<file path="config.mk">
export PLATFORM = sky130hd
export DESIGN_NAME = turn_arbiter
export DESIGN_NICKNAME = d
export VERILOG_FILES = /design/src/rtl/turn_arbiter.sv
export SDC_FILE = /design/constraint.sdc
export NUM_CORES = 1
export LEC_CHECK = 0
export CAP_MARGIN = 20
export CORE_UTILIZATION = 44
export CTS_BUF_LIST = sky130_fd_sc_hd__clkbuf_8 sky130_fd_sc_hd__clkbuf_16
export DETAILED_ROUTE_END_ITERATION = 6
export GPL_ROUTABILITY_DRIVEN = 1
export PLACE_DENSITY = 0.76
export SYNTH_ARGS = -nofsm -noshare
export SYNTH_HDL_FRONTEND = slang
export SYNTH_SLANG_ARGS = --single-unit
export TNS_END_PERCENT = 50
</file>
<file path="constraint.sdc">
create_clock -name clk_100MHz -period 2.8 [get_ports clk_100MHz]
set_input_delay 0.56 -clock clk_100MHz [delete_from_list [all_inputs] [get_ports clk_100MHz]]
set_output_delay 0.56 -clock clk_100MHz [all_outputs]
set_load 0.01 [all_outputs]
</file>
<file path="src/rtl/turn_arbiter.sv">
// Turn sequencer for the shared tic-tac-toe board: validates moves, issues store pulses, enforces turn time limit.
// Optional TURN_ARBITER_AUTO_MOVE_EN: on timeout, auto-play the lowest free square instead of passing the turn.
module turn_arbiter #(
  parameter int unsigned TIMEOUT_CYCLES = 500000000,
  parameter int unsigned TMR_W          = 29
) (
  input  logic       clk_100MHz,
  input  logic       reset,
  input  logic       new_game,
  input  logic       game_over,
  input  logic       req_x,
  input  logic [8:0] cuadro_x,
  input  logic       req_o,
  input  logic [8:0] cuadro_o,
  input  logic [8:0] x,
  input  logic [8:0] o,
  output logic [8:0] almacenar_x,
  output logic [8:0] almacenar_o,
  output logic       ack,
  output logic       nack,
  output logic       timeout,
  output logic       turnoX,
  output logic [3:0] move_count,
  output logic [2:0] state
);

  typedef enum logic [2:0] {
    IDLE     = 3'd0,
    WAIT_X   = 3'd1,
    COMMIT_X = 3'd2,
    WAIT_O   = 3'd3,
    COMMIT_O = 3'd4,
    DONE     = 3'd5
  } state_e;

  state_e           state_q, state_d;
  logic [TMR_W-1:0] timer_q, timer_d;
  logic [3:0]       cnt_q, cnt_d;
  logic             turn_q, turn_d;
  logic [8:0]       ax_q, ax_d, ao_q, ao_d;
  logic             ack_q, ack_d, nack_q, nack_d, to_q, to_d;

  // Only the turn holder's request is looked at.
  logic       in_x, req, onehot, valid, tmr_exp;
  logic [8:0] sq;

  assign in_x    = (state_q == WAIT_X);
  assign req     = in_x ? req_x : req_o;
  assign sq      = in_x ? cuadro_x : cuadro_o;
  assign onehot  = (sq != 9'd0) && ((sq & (sq - 9'd1)) == 9'd0);
  assign valid   = req && onehot && ((sq & (x | o)) == 9'd0);
  assign tmr_exp = (timer_q == TMR_W'(TIMEOUT_CYCLES - 1));

`ifdef TURN_ARBITER_AUTO_MOVE_EN
  logic [8:0] free_sq, auto_sq;
  logic       has_free;
  assign free_sq  = ~(x | o);
  assign auto_sq  = free_sq & (~free_sq + 9'd1);  // isolate lowest set bit
  assign has_free = |free_sq;
`endif

  always_ff @(posedge clk_100MHz) begin
    if (reset) begin
      state_q <= IDLE;
      timer_q <= '0;
      cnt_q   <= 4'd0;
      turn_q  <= 1'b1;
      ax_q    <= 9'd0;
      ao_q    <= 9'd0;
      ack_q   <= 1'b0;
      nack_q  <= 1'b0;
      to_q    <= 1'b0;
    end else begin
      state_q <= state_d;
      timer_q <= timer_d;
      cnt_q   <= cnt_d;
      turn_q  <= turn_d;
      ax_q    <= ax_d;
      ao_q    <= ao_d;
      ack_q   <= ack_d;
      nack_q  <= nack_d;
      to_q    <= to_d;
    end
  end

  always_comb begin
    state_d = state_q;
    if (new_game) begin
      state_d = WAIT_X;
    end else begin
      case (state_q)
        IDLE: state_d = IDLE;
        WAIT_X, WAIT_O: begin
          if (game_over)    state_d = DONE;
          else if (valid)   state_d = in_x ? COMMIT_X : COMMIT_O;
          else if (tmr_exp) begin
`ifdef TURN_ARBITER_AUTO_MOVE_EN
            if (has_free) state_d = in_x ? COMMIT_X : COMMIT_O;
            else          state_d = DONE;
`else
            state_d = in_x ? WAIT_O : WAIT_X;
`endif
          end
        end
        COMMIT_X: state_d = (cnt_q == 4'd8) ? DONE : WAIT_O;
        COMMIT_O: state_d = (cnt_q == 4'd8) ? DONE : WAIT_X;
        DONE:     state_d = DONE;
        default:  state_d = IDLE;
      endcase
    end
  end

  always_comb begin
    timer_d = timer_q;
    cnt_d   = cnt_q;
    turn_d  = turn_q;
    ax_d    = 9'd0;
    ao_d    = 9'd0;
    ack_d   = 1'b0;
    nack_d  = 1'b0;
    to_d    = 1'b0;
    if (new_game) begin
      timer_d = '0;
      cnt_d   = 4'd0;
      turn_d  = 1'b1;
    end else begin
      case (state_q)
        WAIT_X, WAIT_O: begin
          if (game_over) begin
            timer_d = '0;
          end else if (valid) begin
            timer_d = '0;
            ack_d   = 1'b1;
            if (in_x) ax_d = sq;
            else      ao_d = sq;
          end else begin
            nack_d = req;
            if (tmr_exp) begin
              timer_d = '0;
              to_d    = 1'b1;
`ifdef TURN_ARBITER_AUTO_MOVE_EN
              if (has_free) begin
                ack_d = 1'b1;
                if (in_x) ax_d = auto_sq;
                else      ao_d = auto_sq;
              end
`else
              turn_d = ~turn_q;
`endif
            end else begin
              timer_d = timer_q + TMR_W'(1);
            end
          end
        end
        COMMIT_X, COMMIT_O: begin
          cnt_d   = cnt_q + 4'd1;
          turn_d  = ~turn_q;
          timer_d = '0;
        end
        default: timer_d = '0;
      endcase
    end
  end

  // A reset landing on the commit cycle must not write the board.
  assign almacenar_x = reset ? 9'd0 : ax_q;
  assign almacenar_o = reset ? 9'd0 : ao_q;
  assign ack         = ack_q;
  assign nack        = nack_q;
  assign timeout     = to_q;
  assign turnoX      = turn_q;
  assign move_count  = cnt_q;
  assign state       = state_q;

endmodule

</file>
Yosys cells after proc, flatten, opt, wreduce, memory -nomap -nowiden
Index checks and enable logic that the tools add are counted.
{ "totals": {"inputBits": 42, "regBits": 58, "elab_cells": 67, "out_inout_bits": 29} }
{ "op_classes": {"eq_ne": 12, "mux": 19, "n_bitwise": 7, "addsub": 3, "n_reduce_logical": 16} }
{ "ops": {"columns": ["op", "n"], "rows": [
  ["adder 29 x 1 -> 29 bit, second input constant", 1],
  ["equality test 29 bit, second input constant", 1],
  ["two-way mux 9 bit", 3],
  ["AND 9 bit", 2],
  ["zero test 9 bit", 2],
  ["two-way mux 3 bit", 6],
  ["OR reduction 6 bit", 3],
  ["case mux 3 bit (4 select lines)", 1],
  ["OR 9 bit", 1],
  ["nonzero test 9 bit", 1],
  ["subtractor 9 x 1 -> 9 bit, second input constant", 1],
  ["two-way mux 1 bit", 7],
  ["equality test 3 x 2 -> 1 bit, second input constant", 2],
  ["equality test 3 bit, second input constant", 2],
  ["inequality test 2 bit, second input constant", 3],
  ["OR reduction 2 bit", 3],
  ["inequality test 5 bit, second input constant", 1],
  ["OR reduction 5 bit", 1],
  ["adder 4 x 1 -> 4 bit, second input constant", 1],
  ["equality test 4 bit, second input constant", 1],
  ["inequality test 4 bit, second input constant", 1],
  ["NOT 1 bit", 4],
  ["AND reduction 4 bit", 1],
  ["OR reduction 4 bit", 1],
  ["5 further kinds", 7]
]} }

Depth between registers and ports, before layout
Gate-level depths: netlist (run 1).
{ "logic_depth": {"word_depth": 12, "ltp_mapped": 10, "ltp_nobuf": 7} }

Worst setup path before layout (run 1)
Ideal clock, no wire load.
{ "synth_timing": {"kind": "input-to-reg", "startpoint": "in cuadro_o[1]", "endpoint": "reg state_q[2] (netlist: state[2])", "setup_ps": 103, "n_path_buf": 0, "stages": 7, "setup_slack_ps": 175, "required_ps": 2697, "t_arrival_ps": 2521, "cell_sequence": "or3_4 > or2_0 > o311ai_2 > o211ai_2 > a2111o_1 > and4b_1 > a2111oi_2"} }
{ "synth_via": {"elab_chain_cells": 10, "word_cells_on_any_way": 14, "classes_between": "add/sub: 1; eq/ne: 1; mux: 4; bitwise: 2; reduce/logical: 6"} }
{ "synth_lines": {"columns": ["element", "line", "rtl"], "rows": [
  ["from (decl)", "14", "input logic [8:0] cuadro_o,"],
  ["two-way mux 9 bit *", "49", "assign sq = in_x ? cuadro_x : cuadro_o;"],
  ["subtractor 9 x 1 -> 9 bit", "50", "assign onehot = (sq != 9'd0) && ((sq & (sq - 9'd1)) == 9'd0);"],
  ["AND 9 bit", "50", null],
  ["zero test 9 bit", "50", null],
  ["logical AND 1 bit", "50", null],
  ["logical AND 1 bit", "51", "assign valid = req && onehot && ((sq & (x | o)) == 9'd0);"],
  ["logical AND 1 bit *", "51", null],
  ["two-way mux 3 bit", "95", "else if (valid) state_d = in_x ? COMMIT_X : COMMIT_O;"],
  ["two-way mux 3 bit", "94", "if (game_over) state_d = DONE;"],
  ["case mux 3 bit (4 select lines)", "91", "case (state_q)"],
  ["to (signal assigned)", "74", "state_q <= state_d;"],
  ["to (decl)", "36", "state_e state_q, state_d;"]
]} }
Mark *: on every way between the ends. The rest lies on a longest branch, timed or not.
A chain may end at the register's enable or synchronous reset.

Final worst setup path (run 1)
{ "layout_timing": {"startpoint": "in cuadro_o[3]", "endpoint": "reg state_q[2] (netlist: state[2])"} }
The elaborated chain is that of the path after synthesis.

==> results of run 1 <==
## flip-flops by register name (all words and copies together), names as in the netlist
| register | cells |
|---|---|
| ax_q | 9 |
| nack | 1 |
| turnoX | 1 |
| timeout | 1 |
| timer_q | 29 |
| ack | 1 |
| state | 3 |
| move_count | 4 |
| ao_q | 9 |
## layout by cell type, fill, tap and decap left out, types with 4 or more instances in the layout
cell             Yosys  routed
nand3_1             13      13
nor2_1              55      55
and2_1               9       9
nand2_1             39      39
xor2_1              15      15
nand4_1              9       9
xnor2_1             16      16
buf_4                0      28
nor4_1               6       5
clkbuf_8             0       9
dfxtp_1             58      58
o21ai_0             17      17
dlygate4sd2_1        0       6
mux2i_1              4       4
nor2b_1             21      21
and4_1               4       4
inv_1                7       7
clkdlybuf4s50_1      0      64
a21oi_1             13      13
nor3_1              10      10
## metal layers
metal | vias to the layer above | track usage [%] | part of all wire [%] | wire length [um]
li1 | 1386 | - | - | -
met1 | 1281 | 26.7 | 43 | 3220
met2 | 95 | 38.2 | 47 | 3540
met3 | 18 | 7.14 | 7.9 | 595
met4 | 0 | 11.4 | 2.2 | 169
met5 | - | 0 | 0 | 0
## power by group through the flow
stage	Combinational [uW]	Clock [uW]	Sequential (uW)
3_5_place_dp	199	0	848
6_report	199	695	829
3_3_place_gp	196	0	848
4_1_cts	198	710	829
2_1_floorplan	70.9	0	850
5_1_grt	213	748	829
## metrics by stage
stage / cells / instance area (um^2) / power (uW) / hold WS [ps]
CTS: 524 / 3990 / 1740 / 455
global placement: 508 / 3820 / 1040 / 428
detailed placement: 508 / 3820 / 1050 / 440
global route: 524 / 3990 / 1790 / 480
finish: 524 / 3990 / 1720 / 452
floorplan: 346 / 2840 / 921 / 418
## path summary, 6_finish.rpt
path / startpoint / endpoint / slack, ps
max reg2reg: state[1]$_SDFFE_PP0P_ / state[2]$_SDFFE_PP0P_ / 430
max: cuadro_o[3] / state[2]$_SDFFE_PP0P_ / 100
min reg2reg: timer_q[0]$_SDFF_PP0_ / timer_q[0]$_SDFF_PP0_ / 450
min: timer_q[0]$_SDFF_PP0_ / timer_q[0]$_SDFF_PP0_ / 450
## cells by family (layout without fill, tap and decap cells)
kind of cell             Yosys count  after routing  synth area share, %
multiplexers                       4              4                 1.41
buffers and inverters             19            122                 2.69
AND/OR/NAND/NOR                  184            184                 32.6
AO/OA/AOI/OAI                     46             46                 11.2
flip-flops                        58             58                 40.9
XOR/XNOR                          31             31                 9.56
adder cells (fa/ha/maj)            4              4                 1.67
## final cells by class
class,count,area share (%)
well taps,75,2.35
clock inverters,7,1.38
clock buffers,9,3.10
flip-flops and latches,58,29.1
repair buffers,99,23.1
multi-input cells,269,40.3
inverters,7,0.658
## repair_timing
item	CTS	global route
pin swaps	7	2
endpoints found under the setup margin	1	1
resized for setup	7	1
==> summary.md, run 1 <==
| Metric | Value |
|---|---|
| Syn Inst Count | `~350` |
| Max_cap viols | `0` |
| Initial core utilization | `roughly 47%` |
| Top-count cell post-synth | `dfxtp_1` |
| Post-synth EDFFs | `0` |
| Setup crit start kind | `input pin` |
| Unrepaired setup endpoints after global routing | `false` |
| Floorplan row count | `28` |
| Worst-path fanout max | `4` |
| Final WS setup | `around 100 ps` |
| Area growth syn-to-layout | `40.6%` |
| DR vias/cell | `between 5 and 6` |
| Status | `finished, final reports clean` |
| Core Util, Final | `between 60% and 70%` |
| Wire per inst | `roughly 14 um` |
| Fin crit share | `between 90% and 100%` |
| Worst Skew | `9.98 ps` |
| Post-Syn Nets | `about 390` |
| Largest net degree at the start of global routing | `27` |
| Ys async rst share | `0%` |
| Critical path buffers and inverters | `1` |
| Post-CTS setup buffers | `0` |
| Syn Area/Cell | `8.21 um^2` |
| CTS buffer count | `9` |
| Internal | `approximately 1300 uW` |
| Vias in the first global route | `roughly 2,600` |
| # IOs | `71` |
| P per Cell Area | `~430 nW/um^2` |
| Final Hold Viols | `0` |
| Worst-path clk slew | `approximately 70 ps` |
| Fill count | `between 500 and 600` |
| H-tree levels | `3` |
| Sw Ratio | `between 20% and 30%` |
| Leak Pwr | `between 0.001 and 0.0015 uW` |
| Final HPWL from detailed placement | `5560 um` |
| First-pass GRT wire length | `between 10,000 and 15,000 um` |
| Root Driver | `clkbuf_8` |
| Overall Global Routing Usage | `a little under a quarter` |
| Clk_lat worst skew | `approximately 350 ps` |
| # nets final | `489` |
| VDD IR-drop max | `approximately 0.00033 V` |
| Total gr overflow | `0` |
| Clk buf depth | `2` |
| DRC violations left | `0` |
| Slew HR | `about two thirds` |
| Final ANT Viol Nets | `0` |
| CTS tree | `built` |
| Chip height | `between 80 and 90 um` |
| Core area | `about 6000 um^2` |
| Synth Flop Type | `dfxtp_1` |
| Die X | `82.4 um` |
| CTS sink count | `58` |
| DR vias | `~2,800` |
| Setup CP Type | `in2reg` |
| Distinct cell type count after synthesis | `between 40 and 50` |
| YS warnings | `0` |
| Share of the synthesized area in the top cell type | `40.9%` |
| Reg power frac | `approximately half` |
| Area leader, netlist | `dfxtp_1` |
| Worst path depth | `8` |
| TNS Setup | `0 ps` |
| Share of layout cells above drive strength 1 | `roughly an eighth` |
| Gate power share | `between 10% and 20%` |
| Placement Setup Slack | `-453 ps` |
| Count of input and output buffers | `70` |
| Crit path DAT | `2950 ps` |
| Sequential share of the synthesized area | `40.9%` |
| Req. time, crit path | `3050 ps` |
| Wirelength, routed | `between 7000 and 8000 um` |
| Mapped Area | `2840 um^2` |
| ANT cells | `0` |
| CP Capture Type | `flop` |
| Drt initial violations | `160` |
| Hold Path Depth | `1` |
| Drt first pass iters | `4` |
| Yosys reg bits | `58` |
| Hold Crit Class | `reg2reg` |
| Worst-path cell chain | `dlygate4sd2_1 -> or3_4 -> or2_1 -> o311ai_2 -> o211ai_2 -> a2111o_1 -> and4b_1 -> a2111oi_2` |
| GP Congestion | `about 0.9` |
| Slew Limit Fails | `0` |
| Worst slew pin tran | `491 ps` |
| Final setup fails | `0` |
| FMAX | `about 370 MHz` |
| DIE AREA | `approximately 6800 um^2` |
| Crit path max-delay family | `compound AO/OA/AOI/OAI gates` |
| Net Sw Power | `466 uW` |
| CP max stage cell | `a2111o_1` |
| Top post-synthesis cells by area | `dfxtp_1 (41%), nor2_1 (7.3%), nand2_1 (5.2%)` |
| Worst r2r path cells | `8` |
| Area of the multi-input gates | `around 1600 um^2` |
| FF+latch area | `1160 um^2` |
| Clock power frac | `40.3%` |
| Hold Buf Count CTS | `0` |
| Initial antenna violation count | `0` |
| Crit-path max cell delay | `approximately 450 ps` |
| Synth top cells by count | `dfxtp_1 (58), nor2_1 (55), nand2_1 (39)` |
| Final Critical Period | `between 2000 and 3000 ps` |
Note: power is estimated with default switching activity, not from simulation.
==> inputs of run 2 (changes only) <==
--- a/config.mk
+++ b/config.mk
@@ -10,6 +10,7 @@
 export CTS_BUF_LIST = sky130_fd_sc_hd__clkbuf_8 sky130_fd_sc_hd__clkbuf_16
 export DETAILED_ROUTE_END_ITERATION = 6
 export GPL_ROUTABILITY_DRIVEN = 1
+export GPL_TIMING_DRIVEN = 0
 export PLACE_DENSITY = 0.76
 export SYNTH_ARGS = -nofsm -noshare
 export SYNTH_HDL_FRONTEND = slang
==> summary.md, run 2 (synthesized netlist as in run 1, its figures left out) <==
| Metric | Value |
|---|---|
| Status | `finished, final reports clean` |
| Final HPWL from detailed placement | `5380 um` |
| # IOs | `71` |
| Drt initial violations | `between 100 and 150` |
| Core area | `about 6100 um^2` |
| Hold Path Sink | `timer_q[0]$_SDFF_PP0_` |
| Crit path DAT | `approximately 3000 ps` |
| H-tree levels | `3` |
| Core Util, Final | `63.9%` |
| Worst slew pin tran | `around 550 ps` |
| CTS buffer count | `9` |
| Area growth syn-to-layout | `36.3%` |
| Worst r2r path cells | `8` |
| DIE AREA | `6780 um^2` |
| Min Hold Slack | `approximately 440 ps` |
| GP Congestion | `between 0.8 and 0.9` |
| Root Driver | `clkbuf_8` |
| Setup crit start kind | `input pin` |
| CTS tree | `built` |
| Largest Register | `timer_q` |
| Post-Place Cell Area | `3640 um^2` |
| Die X | `about 82 um` |
| Hold Crit Start | `timer_q[0]$_SDFF_PP0_` |
| DR vias/cell | `5.36` |
| Hold Path Depth | `1` |
| Slew Limit Fails | `0` |
| Total gr overflow | `0` |
| Max_cap viols | `0` |
| FF+latch area | `~1200 um^2` |
| Initial core utilization | `a little under half` |
| Wire per inst | `14.6 um` |
| # nets final | `about 470` |
| R2r setup slk | `approximately 170 ps` |
| Worst-path fanout max | `5` |
| Area of the multi-input gates | `1650 um^2` |
| Clk_lat worst skew | `330 ps` |
| Most frequent cells in the layout | `clkdlybuf4s50_1 (62), dfxtp_1 (57), nor2_1 (55)` |
| Commonest non-fill, non-tap cell in the layout | `clkdlybuf4s50_1` |
| First-pass GRT wire length | `11,300 um` |
| Clk buf depth | `2` |
| Final setup fails | `0` |
| Req. time, crit path | `around 3000 ps` |
| Vias in the first global route | `between 2,000 and 3,000` |
| ANT cells | `0` |
| Leak Pwr | `0.00131 uW` |
| Final Power | `~1700 uW` |
| P per Cell Area | `around 430 nW/um^2` |
| Initial antenna violation count | `0` |
| TNS Setup | `0 ps` |
| Drt first pass iters | `4` |
| CP Capture Type | `flop` |
| Setup CP Type | `in2reg` |
| Share of layout cells above drive strength 1 | `a little under a tenth` |
| DR vias | `roughly 2,700` |
| Count of input and output buffers | `70` |
| Worst reg2reg endpoint | `state[2]$_SDFFE_PP0P_` |
| Overall Global Routing Usage | `about 22%` |
| VDD IR-drop max | `between 0.0003 and 0.0004 V` |
| Number of flip-flops in the largest register | `29` |
| Chip height | `around 82 um` |
| Worst Skew | `3.14 ps` |
| Hold Crit Class | `reg2reg` |
| Final Hold Viols | `0` |
| FF-to-FF Start | `state[0]$_SDFFE_PP0P_` |
| Final Instance Area | `between 3000 and 4000 um^2` |
| Fill count | `between 500 and 600` |
| Fin crit share | `between 90 and 100%` |
| Slew HR | `roughly 63%` |
| FMAX | `~360 MHz` |
| CTS sink count | `58` |
| Wirelength, routed | `7430 um` |
| Largest net degree at the start of global routing | `11` |
| Worst-path clk slew | `60 ps` |
| Final ANT Viol Nets | `0` |
| Regs by FF count | `timer_q x29, ao_q x9, ax_q x9` |
| Final Critical Period | `2750 ps` |
| DRC violations left | `0` |
| Floorplan row count | `28` |
run 2: repair_timing:
| action | in CTS | in global routing |
|---|---|---|
| resized for setup | 20 | 14 |
| hold buffers | 0 | 0 |
| setup buffers | 2 | 1 |
| endpoints found under the setup margin | 45 | 32 |
| pin swaps | 2 | 4 |
run 2: worst max path at each step:
stage          cells past startpoint  slack (ps)                endpoint   startpoint
6_report                           8          50   state[2]$_SDFFE_PP0P_  cuadro_o[3]
5_1_grt                            8         -10   state[2]$_SDFFE_PP0P_  cuadro_o[3]
4_1_cts                            8          10   state[2]$_SDFFE_PP0P_  cuadro_x[5]
3_5_place_dp                       9        -680  timer_q[15]$_SDFF_PP0_  cuadro_o[5]
3_3_place_gp                       9        -640  timer_q[24]$_SDFF_PP0_  cuadro_o[1]
2_1_floorplan                      7         180   state[2]$_SDFFE_PP0P_  cuadro_o[1]
run 2: through the flow:
| stage | setup WS [ps] | instances |
|---|---|---|
| final | 53.3 | 509 |
| after global routing | -15.0 | 509 |
| after CTS | 10.8 | 509 |
| after detailed placement | -681 | 491 |
| after global placement | -645 | 491 |
| after floorplan | 175 | 346 |
run 2: power breakdown:
group	internal [uW]	switching (uW)	total (uW)	leakage [uW]
registers	828	4.61	833	0.000468
clock network	330	317	647	0.0000996
logic	91.1	94.7	186	0.000744
total	1250	416	1670	0.00131
run 2: worst max-delay path, stage by stage:
cell	delay [ps]
dlygate4sd2_1	310
or3_4	360
or2_0	250
o311ai_2	240
o211ai_2	170
a2111o_1	490
and4b_1	240
a2111oi_2	350
run 2: final cells by class:
type	instances	area share (%)
Buffer	11	1.49
Clock buffer	10	3.55
Clock inverter	6	0.678
Inverter	7	0.678
Multi-Input combinational cell	269	42.7
Sequential cell	58	30.0
Tap cell	75	2.42
Timing Repair Buffer	73	18.5
run 2: layer usage:
| layer | up-vias | track usage, % | routed length, um |
|---|---|---|---|
| li1 | 1359 | - | - |
| met1 | 1246 | 26.5 | 3100 |
| met2 | 102 | 37.9 | 3560 |
| met3 | 19 | 4.84 | 603 |
| met4 | 0 | 12.1 | 165 |
| met5 | - | 0 | 0 |
